--- src/rtl/tt_multi_design_adapter_pkg.sv ---
// Shared types and helpers for the multi-design adapter: FSM state enum,
// pad bus width, and the byte-slice selector used by the output mux.
package tt_adapter_pkg;

  localparam int TT_BUS_W    = 8;
  localparam int MAX_DESIGNS = 16;

  typedef enum logic [1:0] {
    RUN     = 2'd0,
    QUIESCE = 2'd1,
    RESET   = 2'd2
  } adapter_state_e;

  // Buses are zero-extended to the 16-design maximum before slicing.
  function automatic logic [TT_BUS_W-1:0] slice8(
    input logic [TT_BUS_W*MAX_DESIGNS-1:0] bus,
    input logic [3:0]                      idx
  );
    return bus[idx*TT_BUS_W +: TT_BUS_W];
  endfunction

  function automatic int cnt_width(input int a, input int b);
    int m;
    m = (a > b) ? a : b;
    return (m <= 2) ? 1 : $clog2(m);
  endfunction

endpackage

--- src/rtl/tt_multi_design_adapter_if.sv ---
// Pad-side and design-side signal bundle of the adapter. The slave modport is
// the adapter's view; designs read ui_in/uio_in straight from this bundle.
interface tt_multi_design_adapter_if #(
  parameter int N_DESIGNS = 4,
  parameter int SEL_W     = 2
);
  import tt_adapter_pkg::*;

  // Handshake: sel_load is a single-cycle strobe, sampled with sel_in on the
  // rising clock edge; there is no ready, busy only reports an ongoing switch.
  logic [SEL_W-1:0]       sel_in;
  logic                   sel_load;
  logic [7:0]             ui_in;
  logic [7:0]             uio_in;
  logic [7:0]             uo_out;
  logic [7:0]             uio_out;
  logic [7:0]             uio_oe;
  logic [N_DESIGNS-1:0]   d_ena;
  logic [N_DESIGNS-1:0]   d_rst_n;
  logic [8*N_DESIGNS-1:0] d_uo_out;
  logic [8*N_DESIGNS-1:0] d_uio_out;
  logic [8*N_DESIGNS-1:0] d_uio_oe;
  logic [SEL_W-1:0]       active_sel;
  logic                   busy;
  logic                   sel_err;
  adapter_state_e         dbg_state;

  modport slave (
    input  sel_in, sel_load, d_uo_out, d_uio_out, d_uio_oe,
    output uo_out, uio_out, uio_oe, d_ena, d_rst_n,
    output active_sel, busy, sel_err, dbg_state
  );

  modport master (
    output sel_in, sel_load, ui_in, uio_in, d_uo_out, d_uio_out, d_uio_oe,
    input  uo_out, uio_out, uio_oe, d_ena, d_rst_n,
    input  active_sel, busy, sel_err, dbg_state
  );

endinterface

--- src/rtl/tt_multi_design_adapter_rst_sequencer.sv ---
// Switch sequencer: RUN -> QUIESCE -> RESET -> RUN, with pending selection,
// a queued second switch when a load lands during RESET, and sel_err pulse.
module tt_rst_sequencer
  import tt_adapter_pkg::*;
#(
  parameter int N_DESIGNS   = 4,
  parameter int SEL_W       = 2,
  parameter int DEFAULT_SEL = 0,
  parameter int RST_HOLD    = 16,
  parameter int QUIESCE_CYC = 2
) (
  input  logic             clk,
  input  logic             rst_n,
  input  logic [SEL_W-1:0] i_sel_in,
  input  logic             i_sel_load,
  output adapter_state_e   o_state,
  output logic [SEL_W-1:0] o_active_sel,
  output logic             o_sel_err
);

  localparam int               CNT_W  = cnt_width(RST_HOLD, QUIESCE_CYC);
  localparam logic [CNT_W-1:0] Q_INIT = CNT_W'(QUIESCE_CYC - 1);
  localparam logic [CNT_W-1:0] R_INIT = CNT_W'(RST_HOLD - 1);
  localparam logic [SEL_W:0]   N_LIM  = (SEL_W + 1)'(N_DESIGNS);
  localparam logic [SEL_W-1:0] DEF    = SEL_W'(DEFAULT_SEL);

  adapter_state_e   r_state,  w_state_nxt;
  logic [CNT_W-1:0] r_cnt,    w_cnt_nxt;
  logic [SEL_W-1:0] r_pend,   w_pend_nxt;
  logic [SEL_W-1:0] r_active, w_active_nxt;
  logic             r_queued, w_queued_nxt;
  logic             r_sel_err;
  logic             w_sel_valid;
  logic             w_sel_err_nxt;

  assign w_sel_valid   = i_sel_load && ({1'b0, i_sel_in} < N_LIM);
  assign w_sel_err_nxt = i_sel_load && !w_sel_valid;

  always_ff @(posedge clk or negedge rst_n) begin
    if (!rst_n) begin
      r_state   <= RESET;
      r_cnt     <= R_INIT;
      r_pend    <= DEF;
      r_active  <= DEF;
      r_queued  <= 1'b0;
      r_sel_err <= 1'b0;
    end else begin
      r_state   <= w_state_nxt;
      r_cnt     <= w_cnt_nxt;
      r_pend    <= w_pend_nxt;
      r_active  <= w_active_nxt;
      r_queued  <= w_queued_nxt;
      r_sel_err <= w_sel_err_nxt;
    end
  end

  always_comb begin
    w_state_nxt  = r_state;
    w_cnt_nxt    = r_cnt;
    w_pend_nxt   = w_sel_valid ? i_sel_in : r_pend;
    w_active_nxt = r_active;
    w_queued_nxt = r_queued;
    case (r_state)
      RUN: begin
        // Reselecting the running design is a deliberate soft reset.
        if (w_sel_valid) begin
          w_state_nxt = QUIESCE;
          w_cnt_nxt   = Q_INIT;
        end
      end
      QUIESCE: begin
        if (r_cnt == '0) begin
          w_state_nxt  = RESET;
          w_cnt_nxt    = R_INIT;
          w_active_nxt = w_pend_nxt;
        end else begin
          w_cnt_nxt = r_cnt - 1'b1;
        end
      end
      RESET: begin
        w_queued_nxt = r_queued || w_sel_valid;
        if (r_cnt == '0) begin
          if (w_queued_nxt) begin
            w_state_nxt  = QUIESCE;
            w_cnt_nxt    = Q_INIT;
            w_queued_nxt = 1'b0;
          end else begin
            w_state_nxt = RUN;
          end
        end else begin
          w_cnt_nxt = r_cnt - 1'b1;
        end
      end
      default: begin
        w_state_nxt = RESET;
        w_cnt_nxt   = R_INIT;
      end
    endcase
  end

  assign o_state      = r_state;
  assign o_active_sel = r_active;
  assign o_sel_err    = r_sel_err;

endmodule

--- src/rtl/tt_multi_design_adapter.sv ---
// Hosts N_DESIGNS designs behind one pad set: one-hot ena/rst_n decode and
// safe-forced output mux. Define ADAPTER_OUT_REG_EN to register the pad outputs.
module tt_multi_design_adapter
  import tt_adapter_pkg::*;
#(
  parameter int N_DESIGNS   = 4,
  parameter int SEL_W       = 2,
  parameter int DEFAULT_SEL = 0,
  parameter int RST_HOLD    = 16,
  parameter int QUIESCE_CYC = 2
) (
  input logic                      clk,
  input logic                      rst_n,
  tt_multi_design_adapter_if.slave bus
);

  localparam int BUS_MAX_W = TT_BUS_W * MAX_DESIGNS;

  adapter_state_e         w_state;
  logic [SEL_W-1:0]       w_active;
  logic                   w_sel_err;
  logic [N_DESIGNS-1:0]   w_onehot;
  logic                   w_live;
  logic                   w_run;
  logic [TT_BUS_W-1:0]    w_uo, w_uio, w_oe;
  logic [BUS_MAX_W-1:0]   w_uo_bus, w_uio_bus, w_oe_bus;

  tt_rst_sequencer #(
    .N_DESIGNS  (N_DESIGNS),
    .SEL_W      (SEL_W),
    .DEFAULT_SEL(DEFAULT_SEL),
    .RST_HOLD   (RST_HOLD),
    .QUIESCE_CYC(QUIESCE_CYC)
  ) u_seq (
    .clk         (clk),
    .rst_n       (rst_n),
    .i_sel_in    (bus.sel_in),
    .i_sel_load  (bus.sel_load),
    .o_state     (w_state),
    .o_active_sel(w_active),
    .o_sel_err   (w_sel_err)
  );

  always_comb begin
    w_onehot = '0;
    for (int i = 0; i < N_DESIGNS; i++) begin
      w_onehot[i] = (w_active == SEL_W'(i));
    end
  end

  // The outgoing design stays enabled through QUIESCE; everyone is held in RESET.
  assign w_live      = (w_state != RESET);
  assign w_run       = (w_state == RUN);
  assign bus.d_ena   = w_live ? w_onehot : '0;
  assign bus.d_rst_n = w_live ? w_onehot : '0;

  assign w_uo_bus  = BUS_MAX_W'(bus.d_uo_out);
  assign w_uio_bus = BUS_MAX_W'(bus.d_uio_out);
  assign w_oe_bus  = BUS_MAX_W'(bus.d_uio_oe);

  assign w_uo  = w_run ? slice8(w_uo_bus,  4'(w_active)) : '0;
  assign w_uio = w_run ? slice8(w_uio_bus, 4'(w_active)) : '0;
  assign w_oe  = w_run ? slice8(w_oe_bus,  4'(w_active)) : '0;

`ifdef ADAPTER_OUT_REG_EN
  logic [TT_BUS_W-1:0] r_uo, r_uio, r_oe;

  always_ff @(posedge clk or negedge rst_n) begin
    if (!rst_n) begin
      r_uo  <= '0;
      r_uio <= '0;
      r_oe  <= '0;
    end else begin
      r_uo  <= w_uo;
      r_uio <= w_uio;
      r_oe  <= w_oe;
    end
  end

  assign bus.uo_out  = r_uo;
  assign bus.uio_out = r_uio;
  assign bus.uio_oe  = r_oe;
`else
  assign bus.uo_out  = w_uo;
  assign bus.uio_out = w_uio;
  assign bus.uio_oe  = w_oe;
`endif

  assign bus.active_sel = w_active;
  assign bus.busy       = !w_run;
  assign bus.sel_err    = w_sel_err;
  assign bus.dbg_state  = w_state;

endmodule

--- src/flat_wrapper.sv ---
// flat-port wrapper written by rule: the top's interface ports become plain ports
module tt_multi_design_adapter_flat import tt_adapter_pkg::*;
#(
  parameter int N_DESIGNS   = 4,
  parameter int SEL_W       = 2,
  parameter int DEFAULT_SEL = 0,
  parameter int RST_HOLD    = 16,
  parameter int QUIESCE_CYC = 2
)
  (clk, rst_n, bus_sel_in, bus_sel_load, bus_d_uo_out, bus_d_uio_out, bus_d_uio_oe, bus_uo_out, bus_uio_out, bus_uio_oe, bus_d_ena, bus_d_rst_n, bus_active_sel, bus_busy, bus_sel_err, bus_dbg_state);
  tt_multi_design_adapter_if #(.N_DESIGNS(N_DESIGNS), .SEL_W(SEL_W)) bus_i ();
  input logic clk;
  input logic rst_n;
  input wire logic [$bits(bus_i.sel_in)-1:0] bus_sel_in;
  input wire logic [$bits(bus_i.sel_load)-1:0] bus_sel_load;
  input wire logic [$bits(bus_i.d_uo_out)-1:0] bus_d_uo_out;
  input wire logic [$bits(bus_i.d_uio_out)-1:0] bus_d_uio_out;
  input wire logic [$bits(bus_i.d_uio_oe)-1:0] bus_d_uio_oe;
  output wire logic [$bits(bus_i.uo_out)-1:0] bus_uo_out;
  output wire logic [$bits(bus_i.uio_out)-1:0] bus_uio_out;
  output wire logic [$bits(bus_i.uio_oe)-1:0] bus_uio_oe;
  output wire logic [$bits(bus_i.d_ena)-1:0] bus_d_ena;
  output wire logic [$bits(bus_i.d_rst_n)-1:0] bus_d_rst_n;
  output wire logic [$bits(bus_i.active_sel)-1:0] bus_active_sel;
  output wire logic [$bits(bus_i.busy)-1:0] bus_busy;
  output wire logic [$bits(bus_i.sel_err)-1:0] bus_sel_err;
  output wire logic [$bits(bus_i.dbg_state)-1:0] bus_dbg_state;
  assign bus_i.sel_in = bus_sel_in;
  assign bus_i.sel_load = bus_sel_load;
  assign bus_i.d_uo_out = bus_d_uo_out;
  assign bus_i.d_uio_out = bus_d_uio_out;
  assign bus_i.d_uio_oe = bus_d_uio_oe;
  assign bus_uo_out = bus_i.uo_out;
  assign bus_uio_out = bus_i.uio_out;
  assign bus_uio_oe = bus_i.uio_oe;
  assign bus_d_ena = bus_i.d_ena;
  assign bus_d_rst_n = bus_i.d_rst_n;
  assign bus_active_sel = bus_i.active_sel;
  assign bus_busy = bus_i.busy;
  assign bus_sel_err = bus_i.sel_err;
  assign bus_dbg_state = bus_i.dbg_state;
  tt_multi_design_adapter #(.N_DESIGNS(N_DESIGNS), .SEL_W(SEL_W), .DEFAULT_SEL(DEFAULT_SEL), .RST_HOLD(RST_HOLD), .QUIESCE_CYC(QUIESCE_CYC)) u_core (.clk(clk), .rst_n(rst_n), .bus(bus_i));
endmodule
--- config.mk ---
export PLATFORM = sky130hd
export DESIGN_NAME = tt_multi_design_adapter_flat
export DESIGN_NICKNAME = d
export VERILOG_FILES = /design/src/rtl/tt_multi_design_adapter_pkg.sv /design/src/rtl/tt_multi_design_adapter_if.sv /design/src/rtl/tt_multi_design_adapter_rst_sequencer.sv /design/src/rtl/tt_multi_design_adapter.sv /design/src/flat_wrapper.sv
export SDC_FILE = /design/constraint.sdc
export NUM_CORES = 1
export LEC_CHECK = 0
export ABC_AREA = 1
export CAP_MARGIN = 30
export CORE_MARGIN = 1.5
export CORE_UTILIZATION = 35
export DETAILED_ROUTE_END_ITERATION = 6
export PLACE_DENSITY = 0.92
export SLEW_MARGIN = 40
export SYNTH_ARGS = -nofsm -noshare
export SYNTH_HDL_FRONTEND = slang
export SYNTH_HIERARCHICAL = 1
export SYNTH_SLANG_ARGS = --single-unit
--- constraint.sdc ---
create_clock -name clk -period 3.9 [get_ports clk]
set_input_delay 0.78 -clock clk [delete_from_list [all_inputs] [get_ports clk]]
set_output_delay 0.78 -clock clk [all_outputs]
set_load 0.02 [all_outputs]
==> flow_metrics.py <==
metrics = {
    "placement": {
        "placed_area_sq_mm": 0.002904,
        "dp_slack_ps": 914.0,
        "gp_congestion": 0.8409,
        "dpl.cell_count": 472,
        "hpwl_mm": 4.922,
        "port_buffers": 137,
    },
    "detailed_routing": {
        "antenna_left": 0,
        "drc": 0,
        "vias_per_cell": 4.964,
        "first_pass_iters": 4,
        "wl_mm": 6.481,
        "drtIter0Drc": 153,
        "wl_per_cell_microns": 13.62,
        "vias": 2363,
    },
    "critical_path": {
        "worstSetupStartpoint": "u_core/u_seq/o_active_sel[1]",
        "crit_path_start_kind": "flip-flop",
        "cpPeakStageDelay_ps": 760,
        "crit_required_ps": 3120,
        "cp_common_cell": "nor2_1",
        "worstPathArrival_ps": 2400,
        "path_delay_family": "buffers and inverters",
        "cp-end-kind": "output port",
        "rr_worst_depth": 3,
        "cp_cell_sequence": "buf_4 -> nand3_1 -> nand2_1 -> nor2_1 -> nor2_1 -> clkdlybuf4s50_1",
        "r2r-end": "u_core/u_seq/o_active_sel[0]",
        "crit_type": "flip-flop to output port",
        "crit_slowest_cell": "dfrtp_2",
        "crit_path_max_fanout": 31,
        "critPathBufInv": 2,
        "rr_startpoint": "u_core/u_seq/o_active_sel[0]",
        "reg2reg_slack_ps": 2510,
    },
    "clock_tree": {
        "cts-resized-gates": 0,
        "cts_buffers": 3,
        "cts_hold_buf": 0,
        "cts_max_level": 1,
        "insertion_delay_ps": 240,
        "cts_tree": "yes",
        "clk_pin_slew_ps": 50,
        "cts_buffer_depth": 2,
        "root_buffer": "clkbuf_8",
        "cts_sinks": 11,
        "post_cts_buffers": 0,
    },
    "sta": {
        "fmax_mhz": 314.9,
        "slew_violations": 0,
        "finalCriticalPeriod_ps": 3176,
        "finalHoldViolCount": 0,
        "setup_viol": 0,
        "tightestPinTransition_ps": 615.8,
        "skew_ps": 2.841,
        "rsz0062_at_grt": "no",
        "hold-worst-slack_ps": 477.9,
        "timing.final.ws_setup_ps": 723.9,
        "fin_tns_setup_ps": 0,
        "slew_headroom": 0.5894,
        "post-route-period-util": 0.8144,
    },
    "min_path": {
        "hold_class": "flip-flop to flip-flop",
        "holdPathEnd": "u_core/u_seq/r_pend[1]",
        "worstHoldStart": "u_core/u_seq/r_pend[1]",
        "min_path_cells": 2,
    },
    "layout": {
        "regArea_sq_um": 284.0,
        "syn_to_final_growth_pct": 82.08,
        "fill_cells": 397,
        "final_cell_area_sq_mm": 0.002950,
        "drive_above_1_share": 0.05896,
        "antenna_cells": 0,
        "multi_input_area_sq_mm": 0.001112,
        "nNetsFinal": 526,
        "final_cell_count_no_fill": 476,
    },
    "logic_synthesis": {
        "ys_top_cells_by_area": "nand2_1 (25%), nand3_1 (24%), nor2_1 (12%), dfrtp_1 (9.3%), dfstp_2 (8.1%)",
        "yosys.area.top_type": "nand2_1",
        "synth_edf_count": 0,
        "syn_inst": 306,
        "synth_top_area_frac": 0.2456,
        "synth_warnings": 6,
        "synth_common_cells": "nand2_1 (106), nand3_1 (77), nor2_1 (53)",
        "ys_seq_elements": 11,
        "synthFlopType": "dfrtp_1",
        "async_flop_share": 1.000,
        "synth_seq_area_share": 0.1737,
        "yosysMostFrequentCell": "nand2_1",
        "synth_area_sq_mm": 0.001620,
        "syn_nets": 407,
        "ys_types": 20,
        "synth.avg_cell_area_sq_um": 5.295,
    },
    "status": {
        "outcome": "completed",
    },
    "power_and_ir_drop": {
        "power-per-cell-area_mw_per_mm2": 171.3,
        "peakVddDrop_uv": 227.6,
        "leakagePower_uw": 0.001382,
    },
    "floorplanning": {
        "fp.coreArea_sq_mm": 0.004414,
        "fp-row-count": 24,
        "fp.dieArea_sq_mm": 0.005047,
        "initial_core_util": 0.3671,
        "die_w_microns": 71.04,
        "die_h_microns": 71.04,
        "ios": 139,
    },
    "global_route": {
        "grt_max_degree": 32,
        "grt_pass1_vias": 2329,
        "grt_usage": 0.2513,
        "grt_overflow": 0,
        "antenna_found_initial": 0,
        "grt_pass1_wl_mm": 10.49,
    },
    "run": {
        "cap_violations": 0,
    },
}
## metrics by stage
step                      total power (uW)    util
after floorplan                      267.6       -
final                                505.4  0.6684
after detailed placement             392.3  0.6579
after CTS                            507.3  0.6684
after global placement               386.8  0.6579
after global routing                 541.4  0.6684
## cells in the final DEF, fill, tap and decap left out, drive strengths merged, types with 3 or more instances in the layout
master,synthesis,layout
nor2,55,55
nor3,4,4
buf,26,3
dfrtp,6,6
nand2,111,111
o21ai,5,5
inv,13,13
nand3,77,77
clkdlybuf4s50,0,137
dfstp,5,5
clkbuf,0,3
## worst max path at each step
stage	cells past startpoint	end	slack [ps]
finish	6	bus_uio_out[2]	720
floorplan	5	bus_d_rst_n[1]	1450
global route	3	bus_d_rst_n[3]	540
global placement	6	bus_uo_out[7]	940
detailed placement	6	bus_uio_out[2]	910
CTS	3	bus_d_rst_n[3]	730
## metal layers
layer,up-vias,global-route usage,routed length (microns)
met4,0,0.06918,96
met5,-,0,0
met3,12,0.03276,438
met1,1048,0.3004,2618
li1,1208,-,-
met2,95,0.4683,3328
## cell families after synthesis
| family | synth area share |
|---|---|
| compound gates | 0.02626 |
| buf+inv | 0.1398 |
| flops | 0.1737 |
| other cells | 0.002314 |
| simple gates | 0.6579 |
## state kept, by name, summed over array words and instances (netlist names)
| register | flops |
|---|---|
| u_core/u_seq/o_state | 2 |
| u_core/u_seq/o_active_sel | 2 |
| u_core/u_seq/r_queued | 1 |
| u_core/u_seq/r_pend | 2 |
| u_core/u_seq/r_cnt | 4 |
## layout make-up
cell class / instances / share of cell area
sequential: 11 / 0.09627
clock buffer: 3 / 0.01399
tap: 52 / 0.02205
inverter: 13 / 0.01654
timing repair buffer: 140 / 0.4724
clock inverter: 1 / 0.001696
multi-input combinational: 256 / 0.3770
## worst reg2reg max path, delay by kind of cell, from the launching register on
family / cells / cell delay [ps]
AO/OA/AOI/OAI: 1 / 160
AND/OR/NAND/NOR: 1 / 80
buffers and inverters: 1 / 410
flip-flops: 1 / 680
## power breakdown
part / leakage [uW] / switching (uW) / internal, uW / total, uW
registers: 0.000121 / 17.7 / 118 / 136
clock network: 0.0000255 / 42.7 / 70.1 / 113
logic: 0.00124 / 114 / 142 / 256
total: 0.00138 / 175 / 331 / 505
(Power assumes the default switching activity.)
